<file path="src/rtl/riscv_pkg.sv">
// Shared front-end types and constants: fetch FSM states, base opcodes and
// the default reset PC used by the instruction fetch unit.
package riscv_pkg;

   typedef enum logic [1:0] {
      REQ   = 2'd0,
      WAIT  = 2'd1,
      DRAIN = 2'd2,
      HALT  = 2'd3
   } fetch_state_e;

   localparam logic [6:0] OP_LOAD   = 7'b0000011;
   localparam logic [6:0] OP_STORE  = 7'b0100011;
   localparam logic [6:0] OP_RTYPE  = 7'b0110011;
   localparam logic [6:0] OP_BRANCH = 7'b1100011;

   localparam logic [31:0] DEFAULT_RESET_PC = 32'h0000_0000;

endpackage

</file>
<file path="src/rtl/fetch_buffer.sv">
// DEPTH-entry synchronous FIFO of {instr, pc} with flush. When empty the head
// outputs hold the last entry that was presented.
module fetch_buffer
   import riscv_pkg::*;
#(
   parameter int XLEN  = 32,
   parameter int DEPTH = 2
) (
   input  logic            clk,
   input  logic            rst,
   input  logic            flush,
   input  logic            push,
   input  logic [31:0]     pushInstr,
   input  logic [XLEN-1:0] pushPc,
   input  logic            pop,
   output logic            valid,
   output logic            full,
   output logic [31:0]     headInstr,
   output logic [XLEN-1:0] headPc
);

   localparam int PTR_W = $clog2(DEPTH);
   localparam int CNT_W = PTR_W + 1;

   logic [31:0]     memInstr [DEPTH];
   logic [XLEN-1:0] memPc    [DEPTH];
   logic [PTR_W-1:0] wrPtr, rdPtr;
   logic [CNT_W-1:0] count;
   logic [31:0]     holdInstr;
   logic [XLEN-1:0] holdPc;
   logic            doPush, doPop;

   assign valid  = (count != '0);
   assign full   = (count == CNT_W'(DEPTH));
   assign doPush = push && !full;
   assign doPop  = pop && valid;

   assign headInstr = valid ? memInstr[rdPtr] : holdInstr;
   assign headPc    = valid ? memPc[rdPtr]    : holdPc;

   always_ff @(posedge clk) begin
      if (!rst) begin
         wrPtr     <= '0;
         rdPtr     <= '0;
         count     <= '0;
         holdInstr <= '0;
         holdPc    <= '0;
      end else begin
         // Shadow the head so the outputs keep their value once drained
         if (valid) begin
            holdInstr <= memInstr[rdPtr];
            holdPc    <= memPc[rdPtr];
         end
         if (flush) begin
            wrPtr <= '0;
            rdPtr <= '0;
            count <= '0;
         end else begin
            if (doPush) wrPtr <= wrPtr + 1'b1;
            if (doPop)  rdPtr <= rdPtr + 1'b1;
            count <= count + CNT_W'(doPush) - CNT_W'(doPop);
         end
      end
   end

   always_ff @(posedge clk) begin
      if (rst && !flush && doPush) begin
         memInstr[wrPtr] <= pushInstr;
         memPc[wrPtr]    <= pushPc;
      end
   end

endmodule

</file>
<file path="src/rtl/instr_fetch_unit.sv">
// Instruction fetch unit: owns the PC, fetches words one at a time and feeds
// decode through a small buffer. Optional macro: FETCH_MISALIGN_CHECK_EN.
//   state | meaning
//   REQ   | may issue a fetch at fetchPc when the buffer has room
//   WAIT  | one request outstanding, response will be buffered
//   DRAIN | one request outstanding after a redirect, response is dropped
//   HALT  | misaligned redirect seen, no further fetches until reset
module instr_fetch_unit
   import riscv_pkg::*;
#(
   parameter int              XLEN      = 32,
   parameter logic [XLEN-1:0] RESET_PC  = XLEN'(DEFAULT_RESET_PC),
   parameter int              BUF_DEPTH = 2
) (
   input  logic            clk,
   input  logic            rst,
   output logic            imem_req_valid,
   input  logic            imem_req_ready,
   output logic [XLEN-1:0] imem_req_addr,
   input  logic            imem_rsp_valid,
   input  logic [31:0]     imem_rsp_data,
   input  logic            redirect_valid,
   input  logic [XLEN-1:0] redirect_pc,
   output logic            instr_valid,
   input  logic            instr_ready,
   output logic [31:0]     instr,
   output logic [XLEN-1:0] instr_pc,
   output logic [6:0]      op
`ifdef FETCH_MISALIGN_CHECK_EN
   ,
   output logic            misalign
`endif
);

   fetch_state_e    state, nextState;
   logic [XLEN-1:0] fetchPc, nextPc, redirPc;
   logic            reqValid, accepted, push, pop, flush;
   logic            bufValid, bufFull;

   assign redirPc = redirect_pc & ~XLEN'(3);

   always_comb begin
      nextState = state;
      nextPc    = fetchPc;
      reqValid  = 1'b0;
      push      = 1'b0;
      flush     = 1'b0;
      accepted  = 1'b0;
      case (state)
         REQ: begin
            reqValid = !bufFull;
            accepted = reqValid && imem_req_ready;
            if (accepted) begin
               nextPc    = fetchPc + XLEN'(4);
               nextState = WAIT;
            end
         end
         WAIT: begin
            push = imem_rsp_valid;
            if (imem_rsp_valid) nextState = REQ;
         end
         DRAIN: begin
            if (imem_rsp_valid) nextState = REQ;
         end
         default: ;
      endcase
      // A request still in flight after the redirect must be drained, even if
      // we were already draining an older one.
      if (redirect_valid) begin
         flush  = 1'b1;
         push   = 1'b0;
         nextPc = redirPc;
         if (accepted || ((state inside {WAIT, DRAIN}) && !imem_rsp_valid))
            nextState = DRAIN;
         else
            nextState = REQ;
`ifdef FETCH_MISALIGN_CHECK_EN
         if ((state == HALT) || (redirect_pc[1:0] != 2'b00))
            nextState = HALT;
`endif
      end
   end

   always_ff @(posedge clk) begin
      if (!rst) begin
         state   <= REQ;
         fetchPc <= RESET_PC;
      end else begin
         state   <= nextState;
         fetchPc <= nextPc;
      end
   end

`ifdef FETCH_MISALIGN_CHECK_EN
   always_ff @(posedge clk) begin
      if (!rst)
         misalign <= 1'b0;
      else if (redirect_valid && (redirect_pc[1:0] != 2'b00))
         misalign <= 1'b1;
   end
`endif

   assign imem_req_valid = reqValid && rst;
   assign imem_req_addr  = fetchPc;
   assign pop            = bufValid && instr_ready;
   assign instr_valid    = bufValid;
   assign op             = instr[6:0];

   fetch_buffer #(
      .XLEN  (XLEN),
      .DEPTH (BUF_DEPTH)
   ) u_fetch_buffer (
      .clk       (clk),
      .rst       (rst),
      .flush     (flush),
      .push      (push),
      .pushInstr (imem_rsp_data),
      .pushPc    (fetchPc - XLEN'(4)),
      .pop       (pop),
      .valid     (bufValid),
      .full      (bufFull),
      .headInstr (instr),
      .headPc    (instr_pc)
   );

endmodule
</file>
<file path="config.mk">
export PLATFORM = sky130hd
export DESIGN_NAME = instr_fetch_unit
export DESIGN_NICKNAME = d
export VERILOG_FILES = /design/src/rtl/riscv_pkg.sv /design/src/rtl/fetch_buffer.sv /design/src/rtl/instr_fetch_unit.sv
export SDC_FILE = /design/constraint.sdc
export NUM_CORES = 1
export LEC_CHECK = 0
export ABC_CLOCK_PERIOD_IN_PS = 18100
export BUFFER_PORTS_ARGS = -buffer_cell sky130_fd_sc_hd__buf_2
export CAP_MARGIN = 20
export CORE_MARGIN = 4
export CORE_UTILIZATION = 43
export CTS_BUF_LIST = sky130_fd_sc_hd__clkbuf_16
export DETAILED_ROUTE_END_ITERATION = 6
export PLACE_DENSITY = 0.62
export SLEW_MARGIN = 20
export SYNTH_ARGS = -nofsm -noshare
export SYNTH_HDL_FRONTEND = slang
export SYNTH_SLANG_ARGS = --single-unit
</file>
<file path="constraint.sdc">
create_clock -name clk -period 18.1 [get_ports clk]
set_input_delay 2.715 -clock clk [delete_from_list [all_inputs] [get_ports clk]]
set_output_delay 2.715 -clock clk [all_outputs]
set_load 0.01 [all_outputs]
</file>
## Yosys cells after proc, flatten, opt, wreduce, memory -nomap -nowiden

Memories as Yosys holds them, arrays and structs flattened. A register that Yosys moved wholly into a read port is not among the register bits.
Cells that the tools add are included.
W data, S select, Z words.

- Memories: 2
- Bits in writable memories: 128
- Flip-flop bits (word level): 102
- Output and inout port bits: 105
- Logic and storage cells: 67

Memory list:

| memory | depth | bits a word | rd ports | clocked after Yosys merged registers in | write ports | RTL line | source |
|---|---|---|---|---|---|---|---|
| u_fetch_buffer.memInstr | 2 | 32 | 1 | 1 | 1 | fetch_buffer.sv:25 | `logic [31:0] memInstr [DEPTH];` |
| u_fetch_buffer.memPc | 2 | 32 | 1 | 1 | 1 | fetch_buffer.sv:26 | `logic [XLEN-1:0] memPc [DEPTH];` |

- $add $sub $neg: 6
- Eq/ne operators: 5
- Reductions and logical operators: 24
- Muxes and demuxes: 21
- Bitwise gates (word level): 1

Operator list:

| operator | number |
|---|---|
| $mux W32 | 5 |
| $add A32 B3 Y32 const B | 1 |
| $sub A32 B3 Y32 const B | 1 |
| $mux W1 | 11 |
| $logic_and A1 B1 Y1 | 8 |
| $mux W2 | 4 |
| $reduce_bool A2 Y1 | 4 |
| $reduce_or A2 Y1 | 3 |
| $eq A2 B2 Y1 const B | 2 |
| $pmux W2 S2 | 1 |
| $reduce_and A2 Y1 | 2 |
| $logic_not A1 Y1 | 3 |
| $ne A3 B1 Y1 const B | 1 |
| $ne A3 B3 Y1 const B | 1 |
| $reduce_and A3 Y1 | 1 |
| $reduce_bool A3 Y1 | 1 |
| $add A1 B1 Y1 const B | 2 |
| $add A2 B1 Y2 | 1 |
| $eq A2 B1 Y1 const B | 1 |
| $logic_not A2 Y1 | 1 |
| $sub A2 B1 Y2 | 1 |
| $logic_or A1 B1 Y1 | 1 |
| $not A1 Y1 | 1 |

## Longest topological paths before layout

Gate-level depths: netlist of the first run.

- Word-level depth: 7
- Gate-level depth with buffers: 11
- Mapped depth without buffers: 9

## Hierarchy

A second synthesis of the first run with hierarchy kept.

- Cell total of the unflattened synthesis: 928
- Area total of the unflattened synthesis: 10831.6 µm²

By module, submodules not included:

| module | sequential area each (µm²) | area each (µm²) | cells an instance | times used |
|---|---|---|---|---|
| fetch_buffer | 5225.0 | 8160.3 | 578 | 1 |
| instr_fetch_unit | 640.6 | 2671.3 | 350 | 1 |

## Least setup slack after synthesis of the first run

Ideal clock, no wire load.

- Path kind: input-to-reg
- Start: in rst
- End: mem u_fetch_buffer.memInstr[0][0], enable pin
- Library setup time: 0.558 ns
- Required time: 17.542 ns
- Stages on the path: 3
- Buffers on the path: 1
- Setup slack: 10.191 ns
- Data arrival time: 7.351 ns
- Path through: clkbuf_1 > nand2_1 > nor3_1

- Longest elaborated chain between the ends: 4

Ends and longest elaborated chain:

| item | RTL line | source |
|---|---|---|
| from (decl) | instr_fetch_unit.sv:16 | `input logic rst,` |
| $logic_and A1 B1 Y1 (2 in a row) | fetch_buffer.sv:67 | `if (rst && !flush && doPush) begin` |
| $mux W1 | fetch_buffer.sv:67 |  |
| $mux W1 (implied by the code) | fetch_buffer.sv:68 | `memInstr[wrPtr] <= pushInstr;` |
| to (decl) | fetch_buffer.sv:25 |  |

No other way between the ends.

## Worst setup path in the final report of the first run

- Start: in rst
- End: out imem_req_valid

- Longest elaborated chain between the ends: 1

Ends and longest elaborated chain:

| item | RTL line | source |
|---|---|---|
| $logic_and A1 B1 Y1 | instr_fetch_unit.sv:103 | `assign imem_req_valid = reqValid && rst;` |
| to (decl) | instr_fetch_unit.sv:17 | `output logic imem_req_valid,` |

No other way between the ends.

==> results.md, run 1 <==
* Status: complete, no violations
* Die X at 156 um
* Ports at 175
* Synth top area cells: edfxtp_1, dfxtp_1, mux2i_1
* Distinct cell type count after synthesis at 47
* Net Sw Power at 0.242 mW
* Antenna-violating nets left at 0
* Inst Count DP at 1205
* Layout cells sized above 1 at 23.1%
* Compound-Gate Fraction of Synth Area at 7.46%
* Layout area overhead at 18.1%
* Vias in the first global route at 5928
* Top_reg_cell synth: edfxtp_1
* Post-CTS setup buffers at 0
* Fill cells at 1931
* Final hold vios at 0
* Clock skew at 0.0109 ns
* Kind of critical path: primary input to output pin
* Max Freq at 170 MHz
* Async SR Flop Fraction at 0%
* Setup TNS at 0 ns
* Post-synth EDFFs at 124
* Routed len/inst at 16.1 um
* Final Cycle Share at 32.5%
* Synth top area share at 39.6%
* Bufs on Longest Clock Path at 3
* FP Rows at 53
* Combinational share of power at 5.8%
* GRT Util Overall at 16.1%
* Largest family of logic cells by synthesized area: simple AND/OR/NAND/NOR gates
* Total CTS buffers at 25
* Pwr Density at 97.3 mW/mm^2
* # nets final at 1033
* Hold Buf Count CTS at 0
* Crit end category: output pin
* CTS tree: built
* HP Class: flip-flop to flip-flop
* Final min period at 5.88 ns
* Final WL at 20.2 mm
* Clock network power share at 42.2%
* Synthesized area per cell at 11.5 um^2
* Final setup viols at 0
* Layout Cells excl Fill at 1250
* Gpl congestion at 0.792
* Worst-skew pair later-pin latency at 0.51 ns
* Critical Path Start Type: primary input
* IO buf count at 170
* Post-synthesis simple-gate area fraction at 15.2%
* RSZ-0062 raised after global routing: false
* Gr ovfl total at 0
* DR iter-0 viols at 337
* Switching share of power at 22.4%
* Seq pwr share at 52.0%
* Starting Density at 44.2%
* Number of synthesis warnings at 0
* Post-synth top area cell: edfxtp_1
* Sequential area share after synthesis at 61.1%
* HPWL Detailed at 13.0 mm
* Worst-path fanout max at 3
* Top cells by count, synth: edfxtp_1, dfxtp_1, o21ai_0
* Worst slew pin tran at 0.960 ns
* Clock sink count at 225
* Ant diodes at 0
* Mapped Cells at 819
* Max-slew violations at 0
* Synth Area in Adders at 0.798%
* DR pass1 iterations at 4
* # DRC at 0
* Multiplexer share of the synthesized area at 6.70%
* Max transition margin at 36.0%
* First-pass GRT wire length at 31.7 mm
* Post-cts resize count at 0
* Synth Cell Area at 0.00941 mm^2
* #FFs+latches synth at 225
* Final Hold Slack at 0.471 ns
* Leakage power at 4.30 nW
* Pin count of the biggest net entering global routing at 97
* Initial antenna violation count at 0
* Most numerous cell in the Yosys netlist: edfxtp_1
* Die area at 0.0243 mm^2
* WP data arrival at 3.16 ns
* Worst-path clk slew at 0.05 ns
* Max Cap Viol at 0
* R2R setup slack at 14.97 ns
* H-tree depth at 1
* DR vias/cell at 4.97
* Die H at 156 um
* Root buf cell: clkbuf_16
* Post-synthesis xor/xnor area fraction at 4.93%
* Required @ worst endpoint at 15.39 ns
* Core area at 0.0213 mm^2
* Final design utilization at 52.2%
* Placed Area at 0.0104 mm^2
* Power Internal at 0.838 mW
* VDD IR-drop max at 65.3 uV
* Final Instance Area at 0.0111 mm^2
* Via count at 6213
==> layout make-up <==
cell class | instances | area, um^2 | area share (%)
inverter | 12 | 45.0 | 0.406
multi-input combinational | 516 | 3320 | 29.9
timing repair buffer | 177 | 903 | 8.13
tap | 275 | 344 | 3.10
clock inverter | 20 | 116 | 1.05
clock buffer | 25 | 626 | 5.63
sequential | 225 | 5750 | 51.8
==> state kept, by name (all words and copies together), names as in the netlist, named ones only <==
name	flops
imem_req_addr	30
state	2
u_fetch_buffer.holdPc	32
u_fetch_buffer.rdPtr	1
u_fetch_buffer.memPc	60
u_fetch_buffer.holdInstr	32
u_fetch_buffer.memInstr	64
u_fetch_buffer.wrPtr	1
u_fetch_buffer.count	2
==> per-layer routing <==
metal  global-route usage [%]  vias up  wire (um)
met5                        0        -          0
met4                     3.67        0        257
met3                     3.41       24       1430
met2                     26.5      187       9400
met1                     22.0     2851       9080
li1                         -     3151          -
==> metrics by stage <==
stage	setup WS, ns	power (mW)
finish	12.22	1.08
global route	12.20	1.13
CTS	12.23	1.10
detailed placement	12.24	0.635
global placement	12.22	0.634
floorplan	10.19	0.609
==> worst max-delay path, cell delays in order <==
cell and delay (ns):
buf_2 0.12, and3_1 0.18, buf_2 0.14
==> path summary, 6_finish.rpt <==
| path | startpoint | to | cells after the start |
|---|---|---|---|
| worst min register to register | u_fetch_buffer.holdPc[1] | u_fetch_buffer.holdPc[1] | 1 |
| worst max register to register | u_fetch_buffer.count[0] | u_fetch_buffer.count[1] | 10 |
| worst min-delay path | u_fetch_buffer.holdPc[1] | u_fetch_buffer.holdPc[1] | 1 |
| worst max-delay path | rst | imem_req_valid | 3 |
==> cell families (layout without fill, tap and decap cells) <==
logic type / Yosys count / in the layout
AOI/OAI and AO/OA: 132 / 132
and+or+nand+nor: 260 / 260
other: 1 / 2
muxes: 63 / 63
xor gates and xnor gates: 53 / 53
buffers and inverters: 79 / 234
adders and majority gates: 6 / 6
DFF: 225 / 225
==> placed cells by master, fill, tap and decap left out, drive strengths merged, types with 2 or more instances in the layout <==
cell / count
buf: 177
edfxtp: 124
dfxtp: 101
o21ai: 95
nand2: 85
and2: 67
mux2i: 63
xor2: 35
clkbuf: 25
nor2: 24
a21oi: 23
xnor2: 18
inv: 18
nand3: 16
nor4: 14
clkinv: 13
and3: 11
nor3: 11
nand4: 9
ha: 6
or4: 5
o31ai: 4
nor3b: 4
or3: 3
or2: 3
and4: 3
nand2b: 2
nor2b: 2
a31oi: 2
o211ai: 2
conb: 2
==> power by group through the flow <==
stage	Combinational, mW	Clock [mW]	Sequential (mW)
6_report	0.0626	0.456	0.561
2_1_floorplan	0.0416	0	0.567
3_3_place_gp	0.0618	0	0.572
5_1_grt	0.0699	0.494	0.562
4_1_cts	0.0634	0.471	0.561
3_5_place_dp	0.0632	0	0.572
(Power assumes the default switching activity.)
==> run 2: changes to the inputs <==
--- a/config.mk
+++ b/config.mk
@@ -5,14 +5,14 @@
 export SDC_FILE = /design/constraint.sdc
 export NUM_CORES = 1
 export LEC_CHECK = 0
-export ABC_CLOCK_PERIOD_IN_PS = 18100
+export ABC_CLOCK_PERIOD_IN_PS = 5340
 export BUFFER_PORTS_ARGS = -buffer_cell sky130_fd_sc_hd__buf_2
 export CAP_MARGIN = 20
 export CORE_MARGIN = 4
 export CORE_UTILIZATION = 43
 export CTS_BUF_LIST = sky130_fd_sc_hd__clkbuf_16
 export DETAILED_ROUTE_END_ITERATION = 6
-export PLACE_DENSITY = 0.62
+export PLACE_DENSITY = 0.65
 export SLEW_MARGIN = 20
 export SYNTH_ARGS = -nofsm -noshare
 export SYNTH_HDL_FRONTEND = slang
==> constraint.sdc (replaced) <==
create_clock -name clk -period 5.34 [get_ports clk]
set_input_delay 0.801 -clock clk [delete_from_list [all_inputs] [get_ports clk]]
set_output_delay 0.801 -clock clk [all_outputs]
set_load 0.01 [all_outputs]
==> run 2 against run 1 <==
Against the previous run:
- largest cell class unchanged
- worst setup slack got worse by 10 ns
- register-to-register slack got worse by 12 ns
- highest routed layer unchanged
- core utilization rose by 0.63 points
- global-route usage rose by 0.090 points
- worst hold slack got worse by 0.0011 ns
- flip-flop and latch count did not move
- clock-buffer cell count did not move
- non-clock buffer count rose by 2
- die area did not move
- via count rose by 0.74%
==> results.md, run 2 (synthesis gave the netlist of run 1 again) <==
* Final design utilization at 52.8%
* Kind of critical path: flip-flop to output pin
* Worst Slack Setup Final at 2.06 ns
* Hold Buf Count CTS at 0
* Max transition margin at 40.7%
* Clock sink count at 225
* DP Worst Slack at 2.47 ns
* # DRC at 0
* Ports at 175
* Core area at 0.0213 mm^2
* Max-slew violations at 0
* Post-cts resize count at 0
* H-tree depth at 1
* Commonest non-fill, non-tap cells in the layout: buf_2, edfxtp_1, dfxtp_1, o21ai_0, nand2_1
* Status: complete, no violations
* First-pass GRT wire length at 31.9 mm
* HPWL Detailed at 13.2 mm
* Critical Path Start Type: flip-flop
* Min-Delay Path Depth at 1
* Clock skew at 0.0197 ns
* Antenna-violating nets left at 0
* Leakage power at 4.34 nW
* Layout cells sized above 1 at 23.9%
* Routed len/inst at 16.1 um
* DR pass1 iterations at 4
* RSZ-0062 raised after global routing: false
* Final WL at 20.2 mm
* Pin count of the biggest net entering global routing at 98
* Commonest non-fill, non-tap cell in the layout: buf_2
* Fill cells at 1920
* Pwr Density at 346 mW/mm^2
* Max FFs per register at 64
* Required @ worst endpoint at 4.54 ns
* Final setup viols at 0
* Final min period at 3.28 ns
* Max Freq at 305 MHz
* DR vias/cell at 5.00
* Worst-path clk slew at 0.06 ns
* Gr ovfl total at 0
* HP Class: primary input to flip-flop
* Worst-skew pair later-pin latency at 0.52 ns
* Largest regs: u_fetch_buffer.memInstr (64), u_fetch_buffer.memPc (60)
* Max Cap Viol at 0
* Biggest register: u_fetch_buffer.memInstr
* CTS tree: built
* WP data arrival at 2.48 ns
* Root buf cell: clkbuf_16
* Ant diodes at 0
* Die H at 156 um
* Total CTS buffers at 25
* Crit end category: output pin
* Vias in the first global route at 6100
* Reg2Reg Depth at 5
* GRT Util Overall at 16.2%
* Starting Density at 44.2%
* Gpl congestion at 0.789
* Die area at 0.0243 mm^2
* Layout area overhead at 19.5%
* Final Cycle Share at 61.4%
* Via count at 6259
* Worst-path fanout max at 37
* # nets final at 1035
* Worst slew pin tran at 0.889 ns
* Die X at 156 um
* FP Rows at 53
* Post-CTS setup buffers at 0
* Bufs on Longest Clock Path at 3
* IO buf count at 170
* Power Total at 3.88 mW
* Final hold vios at 0
* DR iter-0 viols at 333
* Initial antenna violation count at 0
* VDD IR-drop max at 192 uV
[run 2: final cells by class]
cell class | instances | area (um^2) | share of cell area, %
multi-input combinational | 516 | 3320 | 29.6
clock buffer | 25 | 626 | 5.57
tap | 275 | 344 | 3.06
sequential | 225 | 5750 | 51.2
clock inverter | 21 | 235 | 2.09
inverter | 12 | 45.0 | 0.401
timing repair buffer | 179 | 918 | 8.17
[run 2: per-stage QoR]
stage / cells / area (um^2) / setup TNS, ns / hold slack [ns]
finish: 1253 / 11200 / 0 / 0.470
global route: 1253 / 11200 / 0 / 0.441
CTS: 1253 / 11200 / 0 / 0.444
detailed placement: 1207 / 10400 / 0 / 0.467
global placement: 1207 / 10400 / 0 / 0.457
floorplan: 820 / 9410 / -81.27 / 0.444
[run 2: worst paths after layout]
path	slack, ns	to	start
setup / recovery	2.06	op[4]	flip-flop
hold / removal	0.47	u_fetch_buffer.memInstr[0][22]	imem_rsp_data[22]
setup reg to reg	2.70	u_fetch_buffer.memPc[0][29]	imem_req_addr[4]
hold reg to reg	0.48	u_fetch_buffer.holdPc[0]	u_fetch_buffer.holdPc[0]
[run 2: power breakdown]
part / total, mW / switching [mW] / internal, mW
Clock: 1.77 / 0.675 / 1.09
Sequential: 1.90 / 0.0438 / 1.86
Combinational: 0.211 / 0.125 / 0.0862
Total: 3.88 / 0.845 / 3.04
[run 2: layer usage]
metal / part of all wire [%] / global-route usage (%)
met1: 45 / 22.1
met2: 45 / 26.2
met3: 6.5 / 3.30
met4: 2.6 / 4.67
met5: 0 / 0
[run 2: worst max-delay path: stages (launching register included)]
cell,delay [ns]
dfxtp_4,0.79
buf_4,0.54
mux2i_1,0.13
o21ai_0,0.29
buf_2,0.20
